**src/rtl/elc3_mem_pkg.sv**
```systemverilog
// Shared types for the eLC-3 memory responder.
// Holds the FSM state enum and the I/O page register addresses.
package elc3_mem_pkg;

  typedef enum logic [1:0] {
    IDLE,
    ACCESS,
    DONE
  } state_e;

  localparam logic [15:0] ADDR_KBSR = 16'hFE00;
  localparam logic [15:0] ADDR_KBDR = 16'hFE02;
  localparam logic [15:0] ADDR_DSR  = 16'hFE04;
  localparam logic [15:0] ADDR_DDR  = 16'hFE06;
  localparam logic [15:0] ADDR_MCR  = 16'hFFFE;

endpackage

```
**src/rtl/mem_io_regs.sv**
```systemverilog
// Memory-mapped I/O registers: KBSR/KBDR, DSR, DDR, MCR.
// Ports: clk/rst, access strobe (acc/we/addr/wdata), keyboard in,
// display ready in, read data out, DDR data/strobe out, Run out.
module mem_io_regs
  import elc3_mem_pkg::*;
(
  input  logic        clk,
  input  logic        rst,
  input  logic        acc,
  input  logic        we,
  input  logic [15:0] addr,
  input  logic [15:0] wdata,
  input  logic [7:0]  kb_data,
  input  logic        kb_valid,
  input  logic        disp_ready,
  output logic [15:0] rdata,
  output logic [7:0]  ddr_data,
  output logic        ddr_strobe,
  output logic        run
);

  logic       kb_rdy_q, kb_rdy_d;
  logic       kb_ie_q, kb_ie_d;
  logic [7:0] kbdr_q, kbdr_d;
  logic [7:0] ddr_q, ddr_d;
  logic       stb_q, stb_d;
  logic       run_q, run_d;
  logic       rd, wr;
  logic       unused_wdata;

  assign unused_wdata = ^wdata[13:8];
  assign rd = acc & ~we;
  assign wr = acc & we;

  always_comb begin
    rdata = 16'h0000;
    unique case (1'b1)
      (addr == ADDR_KBSR): rdata = {kb_rdy_q, kb_ie_q, 14'h0};
      (addr == ADDR_KBDR): rdata = {8'h00, kbdr_q};
      (addr == ADDR_DSR):  rdata = {disp_ready & ~stb_q, 15'h0};
      (addr == ADDR_DDR):  rdata = {8'h00, ddr_q};
      (addr == ADDR_MCR):  rdata = {run_q, 15'h0};
      default:             rdata = 16'h0000;
    endcase
  end

  always_comb begin
    kb_rdy_d = kb_rdy_q;
    kb_ie_d  = kb_ie_q;
    kbdr_d   = kbdr_q;
    ddr_d    = ddr_q;
    stb_d    = 1'b0;
    run_d    = run_q;
    // a new keystroke wins over the clear from a KBDR read
    if (rd && addr == ADDR_KBDR) kb_rdy_d = 1'b0;
    if (kb_valid) begin
      kb_rdy_d = 1'b1;
      kbdr_d   = kb_data;
    end
    if (wr && addr == ADDR_KBSR) kb_ie_d = wdata[14];
    if (wr && addr == ADDR_DDR) begin
      ddr_d = wdata[7:0];
      stb_d = 1'b1;
    end
    if (wr && addr == ADDR_MCR) run_d = wdata[15];
  end

  always_ff @(posedge clk or posedge rst) begin
    if (rst) begin
      kb_rdy_q <= 1'b0;
      kb_ie_q  <= 1'b0;
      kbdr_q   <= 8'h00;
      ddr_q    <= 8'h00;
      stb_q    <= 1'b0;
      run_q    <= 1'b1;
    end else begin
      kb_rdy_q <= kb_rdy_d;
      kb_ie_q  <= kb_ie_d;
      kbdr_q   <= kbdr_d;
      ddr_q    <= ddr_d;
      stb_q    <= stb_d;
      run_q    <= run_d;
    end
  end

  assign ddr_data   = ddr_q;
  assign ddr_strobe = stb_q;
  assign run        = run_q;

endmodule

```
**src/rtl/mem_responder.sv**
```systemverilog
// eLC-3 memory responder: SRAM with wait states or I/O page access.
// Ports: Clk/Reset, MIO_EN/R_W/Addr/Data_In request, Data_Out/R reply,
// SRAM address/data/strobes, keyboard/display pins, Run.
module mem_responder
  import elc3_mem_pkg::*;
#(
  parameter int          WAIT_CYCLES = 2,
  parameter logic [15:0] IO_BASE     = 16'hFE00
) (
  input  logic        Clk,
  input  logic        Reset,
  input  logic        MIO_EN,
  input  logic        R_W,
  input  logic [15:0] Addr,
  input  logic [15:0] Data_In,
  output logic [15:0] Data_Out,
  output logic        R,
  output logic [15:0] SRAM_Addr,
  output logic [15:0] SRAM_DQ_Out,
  input  logic [15:0] SRAM_DQ_In,
  output logic        SRAM_DQ_OE,
  output logic        SRAM_CE_N,
  output logic        SRAM_OE_N,
  output logic        SRAM_WE_N,
  input  logic [7:0]  KB_Data,
  input  logic        KB_Valid,
  input  logic        Disp_Ready,
  output logic [7:0]  DDR_Data,
  output logic        DDR_Strobe,
  output logic        Run
);

  localparam int CW = (WAIT_CYCLES > 1) ? $clog2(WAIT_CYCLES) : 1;

  state_e          state_q, state_d;
  logic            rw_q, rw_d;
  logic [CW-1:0]   cnt_q, cnt_d;
  logic            r_q, r_d;
  logic [15:0]     dout_q, dout_d;
  logic            ce_n_q, ce_n_d;
  logic            oe_n_q, oe_n_d;
  logic            we_n_q, we_n_d;
  logic            dq_oe_q, dq_oe_d;
  logic [15:0]     saddr_q, saddr_d;
  logic [15:0]     sdq_q, sdq_d;
  logic            is_io;
  logic            io_acc;
  logic [15:0]     io_rdata;

  assign is_io  = (Addr >= IO_BASE);
  assign io_acc = (state_q == IDLE) & MIO_EN & is_io;

  mem_io_regs u_io (
    .clk       (Clk),
    .rst       (Reset),
    .acc       (io_acc),
    .we        (R_W),
    .addr      (Addr),
    .wdata     (Data_In),
    .kb_data   (KB_Data),
    .kb_valid  (KB_Valid),
    .disp_ready(Disp_Ready),
    .rdata     (io_rdata),
    .ddr_data  (DDR_Data),
    .ddr_strobe(DDR_Strobe),
    .run       (Run)
  );

  always_comb begin
    state_d = state_q;
    rw_d    = rw_q;
    cnt_d   = cnt_q;
    r_d     = 1'b0;
    dout_d  = dout_q;
    ce_n_d  = ce_n_q;
    oe_n_d  = oe_n_q;
    we_n_d  = we_n_q;
    dq_oe_d = dq_oe_q;
    saddr_d = saddr_q;
    sdq_d   = sdq_q;
    unique case (state_q)
      IDLE: begin
        if (MIO_EN) begin
          rw_d = R_W;
          if (is_io) begin
            state_d = DONE;
            r_d     = 1'b1;
            if (!R_W) dout_d = io_rdata;
          end else begin
            // strobes are registered, so they go active with ACCESS
            state_d = ACCESS;
            cnt_d   = CW'(WAIT_CYCLES - 1);
            ce_n_d  = 1'b0;
            oe_n_d  = R_W;
            we_n_d  = ~R_W;
            dq_oe_d = R_W;
            saddr_d = Addr;
            if (R_W) sdq_d = Data_In;
          end
        end
      end
      ACCESS: begin
        if (cnt_q == '0) begin
          state_d = DONE;
          r_d     = 1'b1;
          oe_n_d  = 1'b1;
          we_n_d  = 1'b1;
          if (!rw_q) dout_d = SRAM_DQ_In;
        end else begin
          cnt_d = cnt_q - CW'(1);
        end
      end
      DONE: begin
        state_d = IDLE;
        ce_n_d  = 1'b1;
        dq_oe_d = 1'b0;
      end
      default: state_d = IDLE;
    endcase
  end

  always_ff @(posedge Clk or posedge Reset) begin
    if (Reset) begin
      state_q <= IDLE;
      rw_q    <= 1'b0;
      cnt_q   <= '0;
      r_q     <= 1'b0;
      dout_q  <= 16'h0000;
      ce_n_q  <= 1'b1;
      oe_n_q  <= 1'b1;
      we_n_q  <= 1'b1;
      dq_oe_q <= 1'b0;
      saddr_q <= 16'h0000;
      sdq_q   <= 16'h0000;
    end else begin
      state_q <= state_d;
      rw_q    <= rw_d;
      cnt_q   <= cnt_d;
      r_q     <= r_d;
      dout_q  <= dout_d;
      ce_n_q  <= ce_n_d;
      oe_n_q  <= oe_n_d;
      we_n_q  <= we_n_d;
      dq_oe_q <= dq_oe_d;
      saddr_q <= saddr_d;
      sdq_q   <= sdq_d;
    end
  end

  assign Data_Out    = dout_q;
  assign R           = r_q;
  assign SRAM_Addr   = saddr_q;
  assign SRAM_DQ_Out = sdq_q;
  assign SRAM_DQ_OE  = dq_oe_q;
  assign SRAM_CE_N   = ce_n_q;
  assign SRAM_OE_N   = oe_n_q;
  assign SRAM_WE_N   = we_n_q;

endmodule

```
**config.mk**
```make
export PLATFORM = sky130hd
export DESIGN_NAME = mem_responder
export DESIGN_NICKNAME = d
export VERILOG_FILES = /design/src/rtl/elc3_mem_pkg.sv /design/src/rtl/mem_io_regs.sv /design/src/rtl/mem_responder.sv
export SDC_FILE = /design/constraint.sdc
export NUM_CORES = 1
export LEC_CHECK = 0
export CORE_AREA = 10 10 97 99
export CTS_BUF_LIST = sky130_fd_sc_hd__clkbuf_4 sky130_fd_sc_hd__clkbuf_8
export DETAILED_ROUTE_END_ITERATION = 6
export DIE_AREA = 0 0 107 109
export GPL_TIMING_DRIVEN = 1
export PLACE_DENSITY = 0.81
export SYNTH_ARGS = -nofsm -noshare
export SYNTH_HDL_FRONTEND = slang
export SYNTH_SLANG_ARGS = --single-unit
```
**constraint.sdc**
```tcl
create_clock -name Clk -period 3.8 [get_ports Clk]
set_input_delay 0.95 -clock Clk [delete_from_list [all_inputs] [get_ports Clk]]
set_output_delay 0.95 -clock Clk [all_outputs]
set_load 0.1 [all_outputs]
```
# Word-level counts from Yosys, hierarchy flattened
# Cells that the tools add are included.
totals:
  elab_cells: 89
  out_inout_bits: 63
  ff_bits: 77
op_classes:
  muxes: 33
  n_eq_ne: 13
  add_sub_neg: 1
  n_lt_le_gt_ge: 1
  bitwise_logic: 8
  n_reduce_logical: 16
ops:
  columns: ["cell", "n"]
  rows:
  - ["$eq 16x16->1 const B", 5]
  - ["$mux 16", 5]
  - ["$pmux 16 s5", 1]
  - ["$pmux 16 s2", 1]
  - ["$ge 16x16->1 const B", 1]
  - ["$mux 1", 16]
  - ["$ne 2x2->1 const B", 6]
  - ["$pmux 1 s2", 6]
  - ["$reduce_and 3->1", 3]
  - ["$reduce_and 4->1", 2]
  - ["$mux 2", 3]
  - ["$reduce_and 6->1", 1]
  - ["$reduce_bool 2->1", 3]
  - ["$and 1x1->1", 5]
  - ["$logic_and 1x1->1", 4]
  - ["$pmux 2 s2", 1]
  - ["$reduce_and 2->1", 2]
  - ["$not 1->1", 3]
  - ["$eq 2x1->1 const B", 1]
  - ["$eq 2x2->1 const B", 1]
  - ["$logic_not 2->1", 1]
  - ["$sub 1x1->1 const B", 1]

# Logic depth before layout (Yosys ltp)
logic_depth:
  depth_word: 7
  depth_mapped: 7
  ltp_nobuf: 4

# By module
# A second synthesis with hierarchy kept.
unflattened:
  cells_unflattened: 264
  area_unflattened_um2: 3420.8
by_module_without_submodules:
  columns: ["module", "area_each_um2", "seq_area_each_um2", "cells_per_inst", "n_inst"]
  rows:
  - ["mem_responder", 2387.3, 1430.1, 183, 1]
  - ["mem_io_regs", 1033.5, 501.7, 81, 1]

# Least setup slack after synthesis
# Ideal clock, no wire load.
synth_timing:
  path_kind: "input -> register"
  from: "input port MIO_EN"
  to: "register dout_q[0], in the netlist Data_Out[0]"
  slack_ns: 1.359
  t_arrival_ns: 2.320
  cell_stages: 6
  n_path_buf: 2
  path_cell_list: "or3b_1 buf_2 o41ai_4 buf_6 nand2_1 o22a_1"
synth_via:
  elab_chain_cells: 2
synth_rtl:
  columns: ["item", "line_no", "text"]
  rows:
  - ["start: declaration", "mem_responder.sv:12", "input logic MIO_EN,"]
  - ["$ne 2x2->1 (no line)", null, null]
  - ["$reduce_and 6->1 (no line)", null, null]
  - ["end signal: assignment", "mem_responder.sv:140", "dout_q <= dout_d;"]
  - ["end: declaration", "mem_responder.sv:39", "logic [15:0] dout_q, dout_d;"]
# No other way between the ends.
# A chain may end at the register's enable or synchronous reset.

# Worst setup path after layout
layout_timing:
  from: "register u_io.ddr_q[0], in the netlist u_io.ddr_data[0]"
  to: "output port DDR_Data[0]"
layout_lines:
  columns: ["item", "line_no", "text"]
  rows:
  - ["start: declaration", "mem_io_regs.sv:25", "logic [7:0] ddr_q, ddr_d;"]
  - ["start signal: assignment", "mem_io_regs.sv:80", "ddr_q <= ddr_d;"]
  - ["end: declaration", "mem_responder.sv:28", "output logic [7:0] DDR_Data,"]
# No word-level cell between the ends.

==> flow_summary.toml <==
[route]
drcViolationCount = 0
wl_per_cell_um = 18.3
viasPerCell = 5.21
dr_total_vias = 2688
antenna_left = 0
drtPass1Iterations = 4
first_iter_violations = 144
wl_um = 9450

[timing]
timing.fmax_ghz = 0.349
tightest_slew_ns = 1.15
hold_slack_ns = 0.494
maxSlewViolCount = 0
setup_tns_ns = 0
finalSetupViolCount = 0
finalHoldViolCount = 0
relSlewSlack_pct = 23.3
grt_setup_unrepaired = "no"
finalCritPeriodShare_pct = 75.3
min_period_ns = 2.86
finalClockSkew_ns = 0.0103

[setup_path]
end_kind = "output port"
worst_setup_path_start_kind = "flop"
worstReg2RegEnd = "u_io.ddr_data[1]$_DFFE_PP0P_"
r2r_setup_slack_ns = 1.62
worst_ep_required_time_ns = 2.85
critPathTopFamily = "buffers and inverters"
path_depth = 1
reg2regPathDepth = 4
slowest_delay_ns = 1.17
cp-endpoint = "DDR_Data[0]"
crit_type = "reg2out"
path_max_fanout = 3
cp_num_buf_inv = 1
startpoint = "u_io.ddr_data[0]$_DFFE_PP0P_"
arrival_ns = 1.91
cp_slowest_cell = "clkdlybuf4s50_1"
path_cells = "clkdlybuf4s50_1"
rr_startpoint = "state_q[0]$_DFFE_PP0P_"

[cells_and_area]
n_fill_cell = 630
area_growth_pct = 45.0
multiInputGateArea_um2 = 1320
layout_common_cells = "clkdlybuf4s50_1, dfrtp_1, mux2_2"
utilization_pct = 64.7
final-seq-area_um2 = 1930
layout_commonest_cell = "clkdlybuf4s50_1"
drive_above_1_share_pct = 20.3
layout.nets = 472
n_antenna_cell = 0

[floorplan]
dieWidth_um = 107
die_y_um = 109
design.core.area_um2 = 7530
row_count = 32
io_pins = 125
initial_core_util_pct = 44.6
die-area_um2 = 11700

[global_route]
gr-usage-all-layers_pct = 16.4
grt_max_degree = 42
grt-ovfl-total = 0
grt_first_pass_wirelength_um = 15100
antenna_found_initial = 0
first_global_vias = 2957

[clock_tree]
numCtsBuffers = 9
h-tree-depth = 3
clk_path_buf_depth = 2
root_buffer = "clkbuf_8"
cts_tree = "built"
cts-resized-gates = 0
cts.sinks = 77
cts_setup_buffers = 0
cts_hold_repair.buffers = 0
clkLatencyLatePin_ns = 0.34
clk_pin_slew_ns = 0.08

[synth]
ys_ff_latch = 77
yosys.area.top_type_share_pct = 54.4
synthCells = 282
yosysTopAreaCell = "dfrtp_1"
ys_seq_area_share_pct = 57.6
ys_top_cells_by_area = "dfrtp_1, mux2_2, nand2_1"
ys_warn_count = 0
syn_nets = 344
synth-edff-count = 0
async_flop_share_pct = 100
avgSynthCellArea_um2 = 11.9
synthDistinctLibCells = 38
syn_area_um2 = 3360
synthFlopType = "dfrtp_1"

[status]
run_status = "finished, final reports clean"

[placement]
hpwl_um = 7350
place.gp.congestion = 0.823
port_buffers = 124

[job]
cap_violations = 0

[worst_hold_path]
hp-class = "reg2reg"
[worst min path at each step]
stage,startpoint,endpoint,slack [ns],cells after the start
floorplan,u_io.kb_rdy_q$_DFFE_PP0P_,u_io.kb_rdy_q$_DFFE_PP0P_,0.45,1
global placement,u_io.kb_rdy_q$_DFFE_PP0P_,u_io.kb_rdy_q$_DFFE_PP0P_,0.46,1
detailed placement,u_io.kb_rdy_q$_DFFE_PP0P_,u_io.kb_rdy_q$_DFFE_PP0P_,0.48,1
CTS,u_io.kb_rdy_q$_DFFE_PP0P_,u_io.kb_rdy_q$_DFFE_PP0P_,0.49,1
global route,u_io.kb_rdy_q$_DFFE_PP0P_,u_io.kb_rdy_q$_DFFE_PP0P_,0.52,1
finish,u_io.kb_rdy_q$_DFFE_PP0P_,u_io.kb_rdy_q$_DFFE_PP0P_,0.49,1
[cell families (layout without fill, tap and decap cells)]
kind of cell	count (synthesis)	after routing	share of synthesized area, %
flip-flops	77	77	57.6
AND/OR/NAND/NOR	90	90	13.5
buffers and inverters	22	154	3.13
AO/OA/AOI/OAI	41	41	8.39
multiplexers	52	52	17.4
[cell type report]
class                           count  area share [%]
Sequential cell                    77            39.7
Multi-Input combinational cell    183            27.1
Timing Repair Buffer              132            26.5
Clock buffer                       11            2.98
Tap cell                          102            2.62
Inverter                            7           0.566
Clock inverter                      4           0.514
[metal layers]
layer	part of all wire, %	vias to the layer above	global-route usage [%]
met5	0	-	0
met4	2.3	0	7.83
met3	7.4	15	5.43
met2	50	88	27.6
met1	40	1320	18.4
li1	-	1265	-
[registers in the layout (all words and copies together) (netlist names)]
signal           cells
Data_Out            16
R                    1
SRAM_Addr           16
SRAM_CE_N            1
SRAM_DQ_OE           1
SRAM_DQ_Out         16
SRAM_OE_N            1
SRAM_WE_N            1
cnt_q                1
rw_q                 1
state_q              2
u_io.ddr_data        8
u_io.ddr_strobe      1
u_io.kb_ie_q         1
u_io.kb_rdy_q        1
u_io.kbdr_q          8
u_io.run             1
[stage by stage]
| step | instance area [µm²] | cells | setup slack (ns) |
|---|---|---|---|
| 6_report | 4870 | 516 | 0.937 |
| 2_1_floorplan | 3360 | 282 | 0.890 |
| 3_5_place_dp | 4700 | 501 | 0.661 |
| 3_3_place_gp | 4700 | 501 | 0.709 |
| 4_1_cts | 4870 | 516 | 0.925 |
| 5_1_grt | 4870 | 516 | 0.845 |
[Yosys cell counts (2+ instances only)]
master and count:
o22ai_1 2, nand3_1 23, a21o_1 2, mux2i_1 2, o21ai_0 11, mux2_2 50
clkbuf_1 7, nor2_1 8, o22a_1 8, a31oi_1 2, nand2b_1 3, dfstp_2 4
buf_2 6, nand3b_1 2, nand2_1 32, nor4_1 3, inv_1 7, and3_1 2
buf_6 2, dfrtp_1 73, nor3_1 2, a21oi_1 11, nand4_1 5
Power is not shown: default switching activity piles up to over one toggle a cycle in this logic, so the estimate is an artifact.
==> patch 1 (config.mk and constraints unchanged) <==
The 3 states of `state_e` get a one-hot encoding in 3 bits.
--- a/src/rtl/elc3_mem_pkg.sv
+++ b/src/rtl/elc3_mem_pkg.sv
@@ -2,10 +2,10 @@
 // Holds the FSM state enum and the I/O page register addresses.
 package elc3_mem_pkg;
 
-  typedef enum logic [1:0] {
-    IDLE,
-    ACCESS,
-    DONE
+  typedef enum logic [2:0] {
+    IDLE   = 3'b001,
+    ACCESS = 3'b010,
+    DONE   = 3'b100
   } state_e;
 
   localparam logic [15:0] ADDR_KBSR = 16'hFE00;
Behaviour: same outputs for any inputs over 4 cycles, from zero or initial values and one cycle with Reset high; so few cycles prove little.
==> patch 1 against the unedited design <==
  * Clock skew is 2.9 ps lower
  * Synthesized cell count is 10% lower
  * Count of clock-buffer cells in the layout unchanged
  * Design area grew 0.33%
  * Setup slack worse by 37 ps
  * Sequential cell count grew 1
  * Routed wire length grew 0.26%
  * Maximum frequency shrank 1.3%
  * Synthesized area fell by 1.5%
  * Non-clock buffer count shrank 5
  * Critical endpoint is now Data_Out[0]
Power is not shown: default switching activity piles up to over one toggle a cycle in this logic, so the estimate is an artifact.
==> patch 1: results (changes against the unedited design) <==
- The synthesized net count was 315 (was 344).
- The share of the yosys chip area belonging to registers is 59.21% (was 57.57%).
- The cell count of the worst hold path came to 2 (was 1).
- The net total in the final layout came to 441 (was 472).
- The number of multi-input combinational cells is 159 (was 183).
- The initial DRC count is 120 (was 144).
- The global routing usage summed across all routing layers came to 16.43% (was 16.35%).
- The launching point of the worst reg2reg path is state_q[0] (unchanged).
- The largest clock skew in the final design is 7.466 ps (was 10.33 ps).
- The slack of the worst reg-to-reg path is 1490 ps (was 1620 ps).
- The met2 routing resource usage after global routing is 28.62% (was 27.57%).
- The growth of design area from synthesis to finish was 47.67% (was 45.04%).
- The non-clock inverter count in the final layout was 4 (was 7).
- The sum of routed wire length over all layers is 9479 µm (was 9454 µm).
- The capture point of the worst reg-to-reg path is Data_Out[0] (was u_io.ddr_data[1]).
- The met1 routing resource usage after global routing is 18.81% (was 18.41%).
- The final weighted congestion of routability-driven global placement came to 0.8694 (was 0.8230).
- The routed wire length on met3 is 598 µm (was 704 µm).
- The startpoint of the lowest-slack hold path is Data_Out[11] (was u_io.kb_rdy_q).
- Leading post-synthesis cells by instance count: 73 x sky130_fd_sc_hd__dfrtp_1, 51 x sky130_fd_sc_hd__mux2_2, 30 x sky130_fd_sc_hd__nand2_1, 13 x sky130_fd_sc_hd__o21ai_0, 10 x sky130_fd_sc_hd__mux2i_1 (was 73 x sky130_fd_sc_hd__dfrtp_1, 50 x sky130_fd_sc_hd__mux2_2, 32 x sky130_fd_sc_hd__nand2_1, 23 x sky130_fd_sc_hd__nand3_1).
- The global routing usage on met3 was 4.071% (was 5.428%).
- The highest net fanout along the worst path is 31 (was 3).
- The wire length on met1 is 3637 µm (was 3761 µm).
- Result of the run: finished, final reports clean (unchanged).
- The multi-input gate area in the final layout is 1279 µm² (was 1319 µm²).
- Top area cells in the synthesized netlist: sky130_fd_sc_hd__dfrtp_1 55%, sky130_fd_sc_hd__mux2_2 17%, sky130_fd_sc_hd__dfstp_2 4.0% (was sky130_fd_sc_hd__dfrtp_1 54%, sky130_fd_sc_hd__mux2_2 17%, sky130_fd_sc_hd__nand2_1 3.6%).
- The worst slack at placement is 556.7 ps (was 660.8 ps).
- The number of non-clock buffers is 127 (was 132).
- The relative max-transition margin came to 23.46% (was 23.34%).
- The number of unique standard cell types used by synthesis is 42 (was 38).
- The non-clock buffering overhead in the final layout is 25.88% (was 26.53%).
- The maximum single-stage delay on the critical path is 950 ps (was 1170 ps).
- The register area is 1958 µm² (was 1932 µm²).
- The routed wire length per instance is 19.50 µm (was 18.32 µm).
- The filler cell count was 615 (was 630).
- The instance area after placement was 4644 µm² (was 4697 µm²).
- The multiplexer share of the synthesized area is 20.39% (was 17.38%).
-- patch 1: cell count changes in the layout (fill, tap and decap cells not counted), moves of 3 or more --
cell,before,now
sky130_fd_sc_hd__o22a_1,8,1
sky130_fd_sc_hd__buf_4,12,7
sky130_fd_sc_hd__a21oi_1,11,4
sky130_fd_sc_hd__mux2i_1,2,10
sky130_fd_sc_hd__o21ai_1,0,6
sky130_fd_sc_hd__inv_1,6,3
sky130_fd_sc_hd__nand3_1,23,2
sky130_fd_sc_hd__nor2_1,8,1
sky130_fd_sc_hd__nand2b_1,3,0
sky130_fd_sc_hd__bufinv_16,0,3
sky130_fd_sc_hd__a2bb2oi_1,0,7
-- patch 1: how the worst max path moves through the flow --
stage,slack [ps],endpoint,depth (start not counted),startpoint
final,900,Data_Out[0],5,Addr[11]
after global placement,630,Data_Out[0],5,Addr[9]
after global routing,730,Data_Out[0],5,Addr[11]
after floorplan,860,Data_Out[0],1,Reset
after CTS,920,Data_Out[0],5,Addr[11]
after detailed placement,560,Data_Out[0],5,Addr[11]
==> patch 2 (same settings) <==
Without the edit above. `WAIT_CYCLES`: 2 -> 1.
--- a/src/rtl/mem_responder.sv
+++ b/src/rtl/mem_responder.sv
@@ -4,7 +4,7 @@
 module mem_responder
   import elc3_mem_pkg::*;
 #(
-  parameter int          WAIT_CYCLES = 2,
+  parameter int          WAIT_CYCLES = 1,
   parameter logic [15:0] IO_BASE     = 16'hFE00
 ) (
   input  logic        Clk,
Check against the original RTL: not equivalent (Yosys sat finds a counterexample within 4 cycles, from zero or initial values and one cycle with Reset high).
==> patch 2 against the unedited design <==
  * Sequential share of layout area fell by 0.62 points
  * Synthesized cell count fell by 11%
  * Setup slack got worse by 320 ps
  * Non-clock buffer count fell by 1
  * Routed wire length fell by 2.5%
  * Design area rose by 0.28%
  * Sequential cell count fell by 1
  * Synthesized area fell by 1.7%
  * Worst hold slack barely moved
  * Via count fell by 6.1%
  * Maximum frequency fell by 9.9%
==> patch 2: results (changes against the unedited design) <==
- Result of the run: finished, final reports clean (unchanged).
- The sum of routed wire length over all layers came to 9221 µm (was 9454 µm).
- The fraction of layout cells with a size suffix above 1 came to 25.39% (was 20.29%).
- The largest net degree at the start of global routing was 43 (was 42).
- The slack of the worst reg-to-reg path is 1440 ps (was 1620 ps).
- The half-perimeter wire length after placement is 7073 µm (was 7352 µm).
- Leading post-synthesis cells by instance count: 72 x sky130_fd_sc_hd__dfrtp_1, 50 x sky130_fd_sc_hd__mux2_2, 16 x sky130_fd_sc_hd__inv_1, 14 x sky130_fd_sc_hd__o21ai_0, 10 x sky130_fd_sc_hd__and3_1 (was 73 x sky130_fd_sc_hd__dfrtp_1, 50 x sky130_fd_sc_hd__mux2_2, 32 x sky130_fd_sc_hd__nand2_1, 23 x sky130_fd_sc_hd__nand3_1).
- Top area cells in the synthesized netlist: sky130_fd_sc_hd__dfrtp_1 55%, sky130_fd_sc_hd__mux2_2 17%, sky130_fd_sc_hd__mux2_4 3.6% (was sky130_fd_sc_hd__dfrtp_1 54%, sky130_fd_sc_hd__mux2_2 17%, sky130_fd_sc_hd__nand2_1 3.6%).
- The H-tree depth was 3 (unchanged).
- The number of global-route vias before repair was 2767 (was 2957).
- The final weighted congestion of routability-driven global placement is 0.8248 (was 0.8230).
- The sort of element at the start of the critical path is a primary input (was flop).
- The cell with the largest stage delay on the worst path is sky130_fd_sc_hd__or4_1 (was sky130_fd_sc_hd__clkdlybuf4s50_1).
- The global routing usage summed across all routing layers is 16.21% (was 16.35%).
- The via count is 2524 (was 2688).
- The relative max-transition margin came to 31.25% (was 23.34%).
- The routed wire length per instance is 18.90 µm (was 18.32 µm).
- The net total in the final layout came to 443 (was 472).
- The synthesized net count came to 313 (was 344).
- The number of unique standard cell types used by synthesis came to 39 (was 38).
- The data arrival time of the worst path is 3410 ps (was 1910 ps).
- The detailed-routing iteration count for the pre-antenna-repair pass is 6 (was 4).
- The worst-case hold path end point is SRAM_OE_N (was u_io.kb_rdy_q).
- The instance count after placement with tap cells included was 472 (was 501).
- The cell count of the worst hold path came to 2 (was 1).
- The initial DRC count came to 108 (was 144).
- VDD sags by at most approximately 0.00059 V.
- The worst hold slack is 493.8 ps (was 493.7 ps).
- The maximum single-stage delay on the critical path was 710 ps (was 1170 ps).
- The highest net fanout along the worst path is 8 (was 3).
- The startpoint of the lowest-slack hold path is SRAM_OE_N (was u_io.kb_rdy_q).
- The wire length of the first global-routing pass was 15010 µm (was 15060 µm).
- The launching point of the worst reg2reg path is state_q[0] (unchanged).
- The largest clock skew in the final design is 7.672 ps (was 10.33 ps).
- The deepest clock path buffer count was 2 (unchanged).
- The worst setup path startpoint is Addr[3] (was u_io.ddr_data[0]).
- The cell count after synthesis is 251 (was 282).
- The share of the yosys chip area belonging to registers is 57.81% (was 57.57%).
==> patch 2: area by class of cell <==
cell class / instances / area, µm²
Inverter: 16 / 61.31
Fill cell: 626 / 2646
Clock inverter: 4 / 72.57
Sequential cell: 76 / 1907
Multi-Input combinational cell: 147 / 1276
Clock buffer: 12 / 152.6
Timing Repair Buffer: 131 / 1284
Tap cell: 102 / 127.6
==> patch 2: cells by family (layout without fill, tap and decap cells) <==
kind of cell / count (synthesis) / after routing / share of synthesized area [%]
and+or+nand+nor: 54 / 54 / 9.902
buffers and inverters: 28 / 163 / 3.832
muxes: 59 / 59 / 21.02
AOI/OAI and AO/OA: 34 / 34 / 7.436
DFF: 76 / 76 / 57.81
==> patch 2: through the flow <==
step | setup slack [ps] | area (µm²)
2_1_floorplan | 918.3 | 3298
3_3_place_gp | 319.0 | 4656
3_5_place_dp | 250.8 | 4656
4_1_cts | 628.3 | 4881
5_1_grt | 565.5 | 4881
6_report | 621.2 | 4881
==> patch 2: where the power goes <==
part           switching, mW  internal [mW]
clock                  0.290          0.402
sequential            0.0912          0.980
combinational           1.38          0.456
==> patch 2: how the worst max path moves through the flow <==
stage | end | slack [ps]
after detailed placement | u_io.ddr_data[1] | 250
after global routing | u_io.ddr_data[3] | 570
after global placement | u_io.ddr_data[0] | 320
final | u_io.ddr_data[1] | 620
after CTS | u_io.ddr_data[1] | 630
after floorplan | Data_Out[0] | 920
==> patch 2: critical path, delay by kind of cell <==
| kind | cells | cell delay [ps] |
|---|---|---|
| buffers and inverters | 1 | 450 |
| muxes | 1 | 400 |
| and+or+nand+nor | 3 | 1600 |
==> patch 2: per-layer routing <==
layer | routed length (µm) | vias up | GRT usage [%] | part of all wire [%]
li1 | - | 1168 | - | -
met1 | 3889 | 1248 | 19.76 | 42
met2 | 4369 | 94 | 25.72 | 47
met3 | 836 | 14 | 6.195 | 9.1
met4 | 124 | 0 | 5.899 | 1.3
met5 | 0 | - | 0 | 0
